**config.mk**
```make
export PLATFORM = sky130hd
export DESIGN_NAME = game_result_select
export DESIGN_NICKNAME = d
export VERILOG_FILES = /design/src/rtl/game_pkg.sv /design/src/rtl/hold_timer.sv /design/src/rtl/game_result_select.sv
export SDC_FILE = /design/constraint.sdc
export NUM_CORES = 1
export LEC_CHECK = 0
export BUFFER_PORTS_ARGS = -buffer_cell sky130_fd_sc_hd__buf_2
export CORE_MARGIN = 5
export CORE_UTILIZATION = 49
export CTS_BUF_LIST = sky130_fd_sc_hd__clkbuf_8
export DETAILED_ROUTE_END_ITERATION = 10
export GPL_TIMING_DRIVEN = 0
export PLACE_DENSITY = 0.92
export SLEW_MARGIN = 20
export SYNTH_ARGS = -nofsm -noshare
export SYNTH_HDL_FRONTEND = slang
export SYNTH_SLANG_ARGS = --single-unit
```
**constraint.sdc**
```tcl
create_clock -name clk -period 2 [get_ports clk]
set_input_delay 0.2 -clock clk [delete_from_list [all_inputs] [get_ports clk]]
set_output_delay 0.2 -clock clk [all_outputs]
set_load 0.05 [all_outputs]
```
**src/rtl/game_pkg.sv**
```systemverilog
// Shared types and constants for the game result path: FSM state encoding,
// result width and the mode numbers that index the selector channels.
package game_pkg;

    localparam int unsigned RESULT_W     = 5;

    localparam int unsigned MODE_REGULAR = 0;
    localparam int unsigned MODE_EVENODD = 1;
    localparam int unsigned MODE_RAND    = 2;
    localparam int unsigned NUM_MODES    = MODE_RAND + 1;

    typedef enum logic [1:0] {
        StIdle   = 2'd0,
        StHold   = 2'd1,
        StSwitch = 2'd2
    } state_e;

    // Width of a down-counter that must hold values 0..hold; never narrower than 1 bit.
    function automatic int unsigned cnt_width(input int unsigned hold);
        int unsigned w;
        w = $clog2(hold + 1);
        return (w < 1) ? 1 : w;
    endfunction

endpackage

```
**src/rtl/hold_timer.sv**
```systemverilog
// Loadable down-counter that times the display-hold interval; zero_o flags expiry.
module hold_timer
    import game_pkg::*;
#(
    parameter int unsigned HOLD_CYCLES = 4
) (
    input  logic clk,
    input  logic resetn,
    input  logic load_i,
    input  logic clear_i,
    input  logic dec_i,
    output logic zero_o
);

    localparam int unsigned CntW = cnt_width(HOLD_CYCLES);
    localparam logic [CntW-1:0] LoadVal = CntW'(HOLD_CYCLES - 1);

    logic [CntW-1:0] cnt_q, cnt_d;

    always_comb begin
        cnt_d = cnt_q;
        if (clear_i) begin
            cnt_d = '0;
        end else if (load_i) begin
            cnt_d = LoadVal;
        end else if (dec_i && (cnt_q != '0)) begin
            cnt_d = cnt_q - 1'b1;
        end
    end

    always_ff @(posedge clk or negedge resetn) begin
        if (!resetn) begin
            cnt_q <= '0;
        end else begin
            cnt_q <= cnt_d;
        end
    end

    assign zero_o = (cnt_q == '0);

endmodule

```
**src/rtl/game_result_select.sv**
```systemverilog
// Registered N-channel result selector: valid/ready capture from the selected engine,
// minimum display hold after each capture, and a one-cycle flush-to-zero on mode change.
module game_result_select
    import game_pkg::*;
#(
    parameter int unsigned WIDTH       = RESULT_W,
    parameter int unsigned CHANNELS    = NUM_MODES,
    parameter int unsigned SEL_W       = 2,
    parameter int unsigned HOLD_CYCLES = 4
) (
    input  logic                      clk,
    input  logic                      resetn,
    input  logic [CHANNELS*WIDTH-1:0] in_data,
    input  logic [CHANNELS-1:0]       in_valid,
    output logic [CHANNELS-1:0]       in_ready,
    input  logic [SEL_W-1:0]          sel,
    output logic [WIDTH-1:0]          out_data,
    output logic                      out_valid,
    output logic                      out_hold,
    output logic                      sel_err
);

    // One extra bit so CHANNELS == 2**SEL_W still compares correctly.
    localparam logic [SEL_W:0] ChanLim = (SEL_W + 1)'(CHANNELS);

    state_e             state_q, state_d;
    logic [SEL_W-1:0]   sel_q, sel_d;
    logic [WIDTH-1:0]   out_data_q, out_data_d;
    logic               out_valid_q, out_valid_d;
    logic               sel_err_q, sel_err_d;

    logic               sel_change;
    logic               sel_ok;
    logic               capture;
    logic [WIDTH-1:0]   chan_data;
    logic               tmr_load, tmr_clear, tmr_dec, tmr_zero;

    assign sel_change = (sel != sel_q);
    assign sel_ok     = ({1'b0, sel_q} < ChanLim);

    always_comb begin
        in_ready  = '0;
        chan_data = '0;
        for (int i = 0; i < CHANNELS; i++) begin
            if (sel_q == SEL_W'(i)) begin
                chan_data   = in_data[i*WIDTH +: WIDTH];
                in_ready[i] = (state_q == StIdle) && !sel_change && sel_ok;
            end
        end
    end

    assign capture = |(in_valid & in_ready);

    hold_timer #(
        .HOLD_CYCLES(HOLD_CYCLES)
    ) u_hold_timer (
        .clk    (clk),
        .resetn (resetn),
        .load_i (tmr_load),
        .clear_i(tmr_clear),
        .dec_i  (tmr_dec),
        .zero_o (tmr_zero)
    );

    always_comb begin
        state_d     = state_q;
        sel_d       = sel_q;
        out_data_d  = out_data_q;
        out_valid_d = 1'b0;
        sel_err_d   = sel_err_q;
        tmr_load    = 1'b0;
        tmr_clear   = 1'b0;
        tmr_dec     = 1'b0;

        unique case (state_q)
            StIdle: begin
                if (sel_change) begin
                    state_d = StSwitch;
                end else if (capture) begin
                    state_d     = StHold;
                    out_data_d  = chan_data;
                    out_valid_d = 1'b1;
                    tmr_load    = 1'b1;
                end
            end
            StHold: begin
                // A mode change abandons the hold even on the expiry cycle.
                if (sel_change) begin
                    state_d   = StSwitch;
                    tmr_clear = 1'b1;
                end else if (tmr_zero) begin
                    state_d = StIdle;
                end else begin
                    tmr_dec = 1'b1;
                end
            end
            StSwitch: begin
                out_data_d = '0;
                sel_d      = sel;
                sel_err_d  = ({1'b0, sel} >= ChanLim);
                state_d    = StIdle;
            end
            default: begin
                state_d = StIdle;
            end
        endcase
    end

    always_ff @(posedge clk or negedge resetn) begin
        if (!resetn) begin
            state_q     <= StIdle;
            sel_q       <= SEL_W'(MODE_REGULAR);
            out_data_q  <= '0;
            out_valid_q <= 1'b0;
            sel_err_q   <= 1'b0;
        end else begin
            state_q     <= state_d;
            sel_q       <= sel_d;
            out_data_q  <= out_data_d;
            out_valid_q <= out_valid_d;
            sel_err_q   <= sel_err_d;
        end
    end

    assign out_data  = out_data_q;
    assign out_valid = out_valid_q;
    assign out_hold  = (state_q == StHold);
    assign sel_err   = sel_err_q;

endmodule

```
==> flow_summary.ini, run 1 <==
[yosys]
yosys_warnings = 0
yosys_register_bits = 14
synthFlopType = dfrtp_1
ys_async_sr_fraction_pct = 100
synth_edf_count = 0
yosysSeqAreaShare_pct = 42.0
syn_avg_cell_area_sq_um = 10.2
netlist_area_sq_um = 833
syn_nets = 106
synthDistinctLibCells = 27
synthCells = 82

[die]
num_io_pins = 33
row_count = 15
die_area_sq_um = 2630
die_height_um = 51.2
fp.coreArea_sq_um = 1670
die_w_um = 51.2
initial_core_util_pct = 49.9

[pwr]
powerDensity_nw_per_um2 = 1620
peakVddDrop_v = 0.000868
total_power_mw = 1.92
leakagePower_nw = 0.587

[outcome]
status = finished clean

[routing]
firstDrtPassIters = 4
antenna_left = 0
viasPerCell = 5.31
via_count = 749
drc = 0
met1_length_um = 800
met3_length_um = 74
wire_per_inst_um = 14.7
drt_iter0_drc = 4
routed_wl_um = 2070
route.met2.wl_um = 1170
top_layer_used = met4

[finish]
syn_to_final_growth_pct = 42.0
diodes = 0
drive_gt1_share_pct = 45.2
fin_cells = 141
final_net_count = 149
design_area_sq_um = 1180

[setup_path]
crit_family = simple AND/OR/NAND/NOR gates
crit_required_ns = 1.80
cpPeakStageDelay_ns = 0.40
crit_arrival_ns = 1.79
worst-path-buf-inv = 2
reg2regPathDepth = 5
crit_top_cell = buf_6
worstSetupPathType = reg2out
slowest_stage = or3_4
crit_cells = 6
crit_chain = buf_6 > xnor2_4 > nand2_4 > or3_4 > nor3b_2 > buf_6
cp_max_fo = 5
crit_path_start_kind = register
worstSetupEndpointType = primary output

[clocking]
numCtsBuffers = 3
clock_latency_ns = 0.25
cts.path.max_buffers = 2
clkSinkCount = 14
cts_tree = yes
ctsHtreeMaxLevel = 1
root_buffer = clkbuf_8
path_clk_slew_ns = 0.05

[min_path]
whs_path_depth = 3
hold_class = in2reg

[timing]
rsz0062_at_grt = yes
max_freq_mhz = 503
worst_slew_pin_slew_ns = 0.670
finClkSkew_ns = 0.00492
hold_viol_final = 0
holdWs_ns = 0.248
relSlewSlack_pct = 55.0
drv_slew = 0
setup-violations-final = 0
timing.final.crit_period_ns = 1.99
setup_tns_ns = 0
final_min_period_over_clock_period_pct = 99.3

[placed_design]
dp.cells = 131
postPlaceCellArea_sq_um = 1030
port_buffers = 32
hpwlAfterDp_um = 1540
place_congestion = 0.743

[grt]
grt_first_pass_wirelength_um = 3230
grt-ovfl-total = 0
grt_pass1_vias = 744
antenna_found_initial = 0
grt_max_degree = 15
track_usage_pct = 16.9

[run]
cap_violations = 0
-- sequential cells by signal, indices dropped and copies added (netlist names) --
| signal | count |
|---|---|
| out_data | 5 |
| u_hold_timer.cnt_q | 3 |
| sel_q | 2 |
| state_q | 2 |
| out_valid | 1 |
| sel_err | 1 |
-- final timing paths --
check                                     start                      end  slack, ns
hold reg to reg             sel_err$_DFFE_PN0N_      sel_err$_DFFE_PN0N_       0.48
hold / removal                      in_data[10]  out_data[0]$_DFFE_PN0P_       0.25
setup reg to reg           sel_q[0]$_DFFE_PN0N_  out_data[2]$_DFFE_PN0P_       0.07
min in group asynchronous                resetn  out_data[4]$_DFFE_PN0P_       0.40
setup / recovery           sel_q[1]$_DFFE_PN0N_              in_ready[1]       0.01
max in group asynchronous                resetn      out_valid$_DFF_PN0_       1.36
-- worst reg2reg max path: stages (launching register included) --
cell and delay (ns):
dfrtp_1 0.44, buf_6 0.18, nor2b_2 0.30, a2bb2oi_2 0.14
nor4_4 0.52, mux2i_1 0.27
-- layer usage --
layer  vias to the layer above  GRT usage [%]
li1                        372              -
met1                       356           17.2
met2                        19           32.0
met3                         2           5.25
met4                         0           5.68
met5                         -              0
-- metrics by stage --
step	utilization, %	setup slack (ns)
floorplan	-	-0.201
global placement	61.5	-0.00811
detailed placement	61.5	-0.0410
CTS	68.2	-0.0239
global route	70.9	-0.0556
finish	70.9	0.0134
-- cell families (layout without fill, tap and decap cells) --
logic type	Yosys count	count (layout)	synth area share [%]
fa+ha+maj	2	2	3.00
simple gates	30	30	20.3
xor+xnor	2	2	3.00
buf+inv	6	48	4.50
flops	14	14	42.0
compound gates	15	15	11.3
mux	13	13	15.9
-- layout make-up --
type                    instances  area, sq um
plain buffers                   3         26.3
clock buffers                   4         55.1
fillers                       115          487
inverters                       3         11.3
multi-input cells              62          497
flip-flops and latches         14          350
well taps                      17         21.3
repair buffers                 38          223
-- placed cells by master (no fill, tap or decap), types with 3 or more instances in the layout --
| master | n |
|---|---|
| a21oi_1 | 9 |
| buf_2 | 29 |
| buf_4 | 6 |
| buf_6 | 4 |
| clkbuf_8 | 4 |
| dfrtp_1 | 14 |
| inv_1 | 3 |
| mux2i_1 | 11 |
| nand2_1 | 7 |
| nand2b_1 | 3 |
| nor2_1 | 7 |
-- Yosys cell counts, types with 2 or more instances --
master / n / area (sq um)
a21oi_1: 9 / 45.0
buf_6: 2 / 22.5
dfrtp_1: 14 / 350
ha_1: 2 / 25.0
inv_1: 3 / 11.3
mux2_2: 2 / 22.5
mux2i_1: 11 / 110
nand2_1: 7 / 26.3
nand2b_1: 3 / 18.8
nor2_1: 7 / 26.3
nor2b_1: 3 / 18.8
nor3_1: 3 / 15.0
or3_2: 2 / 15.0
-- repair_timing --
action	CTS	global route
gates resized for setup	8	2
gates cloned	0	0
hold endpoints to repair	14	0
hold buffers	1	0
pin swaps	2	5
endpoints found under the setup margin	3	3
buffers inserted	1	4
-- power by group --
part	switching (mW)	total (mW)	internal, mW
logic	0.659	1.16	0.497
registers	0.0960	0.493	0.397
clock network	0.0994	0.274	0.174
total	0.854	1.92	1.07
(Power assumes the default switching activity.)
==> inputs of run 2 (changes only) <==
--- a/config.mk
+++ b/config.mk
@@ -5,13 +5,14 @@
 export SDC_FILE = /design/constraint.sdc
 export NUM_CORES = 1
 export LEC_CHECK = 0
+export ABC_CLOCK_PERIOD_IN_PS = 1700
 export BUFFER_PORTS_ARGS = -buffer_cell sky130_fd_sc_hd__buf_2
 export CORE_MARGIN = 5
-export CORE_UTILIZATION = 49
+export CORE_UTILIZATION = 44
 export CTS_BUF_LIST = sky130_fd_sc_hd__clkbuf_8
 export DETAILED_ROUTE_END_ITERATION = 10
 export GPL_TIMING_DRIVEN = 0
-export PLACE_DENSITY = 0.92
+export PLACE_DENSITY = 0.87
 export SLEW_MARGIN = 20
 export SYNTH_ARGS = -nofsm -noshare
 export SYNTH_HDL_FRONTEND = slang
==> constraint.sdc (replaced) <==
create_clock -name clk -period 1.7 [get_ports clk]
set_input_delay 0.17 -clock clk [delete_from_list [all_inputs] [get_ports clk]]
set_output_delay 0.17 -clock clk [all_outputs]
set_load 0.05 [all_outputs]
==> flow_summary.ini, run 2 (synthesized netlist as in run 1, its figures left out) <==
[setup_path]
cp_max_fo = 4
crit_start = sel_q[1]$_DFFE_PN0N_
worstSetupEndpointType = primary output
crit_path_start_kind = register
crit_required_ns = 1.53
worstSetupPathType = reg2out
crit_arrival_ns = 1.78
worstReg2RegStart = sel_q[0]$_DFFE_PN0N_
r2r_end = u_hold_timer.cnt_q[0]$_DFFE_PN0P_
reg2regPathDepth = 6
reg2reg_slack_ns = 0.05

[clocking]
numCtsBuffers = 3
cts.path.max_buffers = 2
cts_tree = yes
path_clk_slew_ns = 0.06
root_buffer = clkbuf_8
clock_latency_ns = 0.25
clkSinkCount = 14
ctsHtreeMaxLevel = 1

[min_path]
whs_path_depth = 3
worstHoldStart = in_data[11]
hold_class = in2reg
hold-path-endpoint = out_data[1]$_DFFE_PN0P_

[timing]
final_min_period_over_clock_period_pct = 114
holdWs_ns = 0.215
hold_viol_final = 0
setup-violations-final = 3
max_freq_mhz = 514
drv_slew = 0
timing.final.crit_period_ns = 1.95
rsz0062_at_grt = yes
finClkSkew_ns = 0.00448
fin_ws_ns = -0.246
relSlewSlack_pct = 73.3
worst_slew_pin_slew_ns = 0.401

[finish]
layout_common_cells = buf_2 (29), dfrtp_1 (13), buf_4 (12)
fin_util_pct = 74.8
final_common_cell = buf_2
drive_gt1_share_pct = 50.4
final_net_count = 158
syn_to_final_growth_pct = 58.3
largest_reg_flops = 5
diodes = 0

[grt]
antenna_found_initial = 0
met3_usage_pct = 1.97
grtUsageMet2_pct = 29.8
track_usage_pct = 17.5
grt_max_degree = 15
top_usage_layer = met2
grt-ovfl-total = 0
grt_pass1_vias = 790
grt_first_pass_wirelength_um = 3570
use_met1_pct = 21.7

[routing]
via_count = 818
antenna_left = 0
firstDrtPassIters = 4
routed_wl_um = 2450
viasPerCell = 5.18
drt_iter0_drc = 19
drc = 0
wire_per_inst_um = 15.5

[pwr]
peakVddDrop_v = 0.00118
powerDensity_nw_per_um2 = 1960
leakagePower_nw = 0.650

[die]
die_area_sq_um = 2860
num_io_pins = 33
row_count = 15
die_w_um = 53.5
initial_core_util_pct = 47.2
die_height_um = 53.5
fp.coreArea_sq_um = 1760

[run]
cap_violations = 0

[outcome]
violations = negative setup slack
status = finished with violations

[placed_design]
hpwlAfterDp_um = 1510
port_buffers = 32
place_congestion = 0.730
run 2: changes by cell type in the layout (fill, tap and decap cells not counted), sizes merged:
cell  previous run  this run
buf             39        48
run 2: layout make-up:
cell class	instances	area (sq um)
multi-input cells	62	542
fillers	137	445
flip-flops and latches	14	352
repair buffers	47	302
clock buffers	4	55.1
well taps	25	31.3
plain buffers	3	26.3
inverters	3	11.3
run 2: through the flow:
step / area (sq um) / power [mW] / std cells / worst slack (ns) / setup TNS [ns]
global route: 1320 / 2.74 / 158 / -0.291 / -0.899
CTS: 1220 / 2.35 / 152 / -0.288 / -1.12
detailed placement: 1070 / 1.83 / 139 / -0.195 / -1.65
floorplan: 881 / 1.58 / 82 / -0.139 / -0.306
finish: 1320 / 2.58 / 158 / -0.246 / -0.579
global placement: 1070 / 1.79 / 139 / -0.147 / -1.23
run 2: worst max path at each step:
stage / endpoint / slack (ns) / cells past startpoint
after detailed placement: out_data[3]$_DFFE_PN0P_ / -0.20 / 5
after CTS: in_ready[1] / -0.29 / 6
after global routing: in_ready[1] / -0.29 / 6
final: in_ready[1] / -0.25 / 6
after floorplan: in_ready[1] / -0.14 / 5
after global placement: out_data[0]$_DFFE_PN0P_ / -0.15 / 5
run 2: worst max-delay path, cell delays in order, from the launching register on:
cell and delay [ns]:
dfrtp_1 0.40, buf_6 0.14, xnor2_4 0.16, nand2_4 0.06
or3_4 0.38, nor3b_4 0.20, buf_6 0.18
run 2: what timing repair did:
item | 4_1_cts | 5_1_grt
pin swaps | 4 | 5
setup buffers | 8 | 6
hold buffers | 1 | 0
setup endpoints to repair | 12 | 11
hold endpoints to repair | 14 | 0
gates resized for setup | 8 | 8
run 2: power breakdown:
part           total (mW)  leakage, nW  internal, mW  switching [mW]
clock network       0.334       0.0288         0.205           0.129
logic                1.66        0.444         0.766           0.898
registers           0.585        0.177         0.469           0.116
total                2.58        0.650          1.44            1.14
run 2: routing by layer:
| metal | share of wire (%) | vias to the layer above |
|---|---|---|
| li1 | - | 388 |
| met3 | 5.7 | 6 |
| met1 | 39 | 389 |
| met5 | 0 | - |
| met4 | 1.5 | 0 |
| met2 | 54 | 35 |
==> inputs of run 3 (changes only) <==
--- a/config.mk
+++ b/config.mk
@@ -5,14 +5,14 @@
 export SDC_FILE = /design/constraint.sdc
 export NUM_CORES = 1
 export LEC_CHECK = 0
-export ABC_CLOCK_PERIOD_IN_PS = 1700
+export ABC_CLOCK_PERIOD_IN_PS = 1800
 export BUFFER_PORTS_ARGS = -buffer_cell sky130_fd_sc_hd__buf_2
 export CORE_MARGIN = 5
-export CORE_UTILIZATION = 44
+export CORE_UTILIZATION = 49
 export CTS_BUF_LIST = sky130_fd_sc_hd__clkbuf_8
 export DETAILED_ROUTE_END_ITERATION = 10
 export GPL_TIMING_DRIVEN = 0
-export PLACE_DENSITY = 0.87
+export PLACE_DENSITY = 0.92
 export SLEW_MARGIN = 20
 export SYNTH_ARGS = -nofsm -noshare
 export SYNTH_HDL_FRONTEND = slang
==> constraint.sdc (replaced) <==
create_clock -name clk -period 1.8 [get_ports clk]
set_input_delay 0.18 -clock clk [delete_from_list [all_inputs] [get_ports clk]]
set_output_delay 0.18 -clock clk [all_outputs]
set_load 0.05 [all_outputs]
==> flow_summary.ini, run 3 (synthesized netlist as in run 1, its figures left out) <==
[outcome]
status = finished with violations
violations = negative setup slack

[setup_path]
worstReg2RegStart = sel_q[0]$_DFFE_PN0N_
crit_top_cell = buf_6
worstSetupPathType = reg2out
slowest_stage = dfrtp_1
crit_start = sel_q[1]$_DFFE_PN0N_
r2r_end = u_hold_timer.cnt_q[0]$_DFFE_PN0P_
crit_path_start_kind = register
worstSetupEndpointType = primary output
critPathCapture = in_ready[0]
crit_required_ns = 1.62
reg2reg_slack_ns = 0.10
cpPeakStageDelay_ns = 0.39
reg2regPathDepth = 6
crit_arrival_ns = 1.75
cp_max_fo = 4
crit_chain = buf_6 > xnor2_4 > nand2_4 > or3_4 > nor3_4 > buf_6

[timing]
fin_ws_ns = -0.130
worst_slew_pin_slew_ns = 0.414
setup-violations-final = 3
timing.final.crit_period_ns = 1.93
max_freq_mhz = 518
drv_slew = 0
holdWs_ns = 0.219
finClkSkew_ns = 0.00644
hold_viol_final = 0
relSlewSlack_pct = 72.4
rsz0062_at_grt = yes
final_min_period_over_clock_period_pct = 107

[pwr]
clkPwrFrac_pct = 11.6
peakVddDrop_v = 0.00109
p_sw_mw = 1.01
p_int_mw = 1.19
pwr-share-comb_pct = 63.7
switching_share_pct = 45.8
leakagePower_nw = 0.609
p_seq_share_pct = 24.7
powerDensity_nw_per_um2 = 1820

[finish]
drive_gt1_share_pct = 46.5
design_area_sq_um = 1210
largest_reg_flops = 5
fin_cells = 144
diodes = 0
fin_util_pct = 72.4
final_net_count = 153
syn_to_final_growth_pct = 45.0
final_common_cell = buf_2
layout_common_cells = buf_2 (29), dfrtp_1 (14), mux2i_1 (11)
fill_cells = 111
regArea_sq_um = 350
multi_input_area_sq_um = 502

[die]
row_count = 15
die_height_um = 51.2
fp.coreArea_sq_um = 1670
die_area_sq_um = 2630
num_io_pins = 33
die_w_um = 51.2
initial_core_util_pct = 49.9

[grt]
antenna_found_initial = 0
grt_first_pass_wirelength_um = 3790
grt_max_degree = 15
grt_pass1_vias = 854
grt-ovfl-total = 0
track_usage_pct = 19.3

[routing]
via_count = 763
routed_wl_um = 2220
viasPerCell = 5.30
drc = 0
firstDrtPassIters = 4
wire_per_inst_um = 15.4
drt_iter0_drc = 16
antenna_left = 0

[clocking]
cts.path.max_buffers = 2
numCtsBuffers = 3
path_clk_slew_ns = 0.06
cts_tree = yes
clkSinkCount = 14
ctsHtreeMaxLevel = 1
clock_latency_ns = 0.24
root_buffer = clkbuf_8

[min_path]
hold_class = in2reg
worstHoldStart = in_data[11]

[run]
cap_violations = 0

[placed_design]
port_buffers = 32
hpwlAfterDp_um = 1480
postPlaceCellArea_sq_um = 1060
dp.cells = 131
place_congestion = 0.798
run 3: cell types whose count changed in the layout (fill, tap and decap cells not counted), sizes merged:
cell / previous run / this run
buf: 48 / 43
clkbuf: 5 / 4
run 3: through the flow:
stage | TNS [ns] | power (mW) | worst slack [ns]
3_5_place_dp | -0.558 | 1.74 | -0.0904
3_3_place_gp | -0.0882 | 1.69 | -0.0415
5_1_grt | -0.519 | 2.34 | -0.195
2_1_floorplan | -0.0605 | 1.49 | -0.0493
4_1_cts | -0.417 | 2.17 | -0.177
6_report | -0.336 | 2.20 | -0.130
run 3: what timing repair did:
action,4_1_cts,5_1_grt
hold buffers,1,0
setup buffers,9,2
gates resized for setup,7,2
endpoints found under the hold margin,14,0
endpoints found under the setup margin,11,9
pin swaps,4,5
run 3: per-layer routing:
layer  routed length, um  track usage, %
met1                 918            21.9
met2                1140            35.6
met3                 156            4.37
met4                   8            5.68
met5                   0               0
run 3: how the worst min path moves through the flow:
stage	endpoint	slack [ns]	depth (start not counted)
global route	out_data[1]$_DFFE_PN0P_	0.24	3
global placement	u_hold_timer.cnt_q[0]$_DFFE_PN0P_	0.09	1
floorplan	out_data[0]$_DFFE_PN0P_	-0.12	0
detailed placement	u_hold_timer.cnt_q[0]$_DFFE_PN0P_	0.09	1
CTS	out_data[1]$_DFFE_PN0P_	0.23	3
finish	out_data[1]$_DFFE_PN0P_	0.22	3
run 3: area by class of cell:
class,count,share of cell area (%)
plain buffers,2,1.24
clock buffers,3,3.42
inverters,3,0.932
multi-input cells,62,41.5
flip-flops and latches,14,29.0
well taps,17,1.76
repair buffers,43,22.2
run 3: critical path: cells and delay by family, from the launching register on:
kind                   cells  cell delay (ns)
AND/OR/NAND/NOR            3             0.64
flip-flops                 1             0.39
buffers and inverters      2             0.32
XOR/XNOR                   1             0.16
run 3: power groups by stage:
stage | clock [mW] | sequential [mW] | combinational [mW]
6_report | 0.255 | 0.543 | 1.40
5_1_grt | 0.269 | 0.558 | 1.51
4_1_cts | 0.257 | 0.537 | 1.38
3_5_place_dp | 0 | 0.540 | 1.20
3_3_place_gp | 0 | 0.532 | 1.15
2_1_floorplan | 0 | 0.705 | 0.790
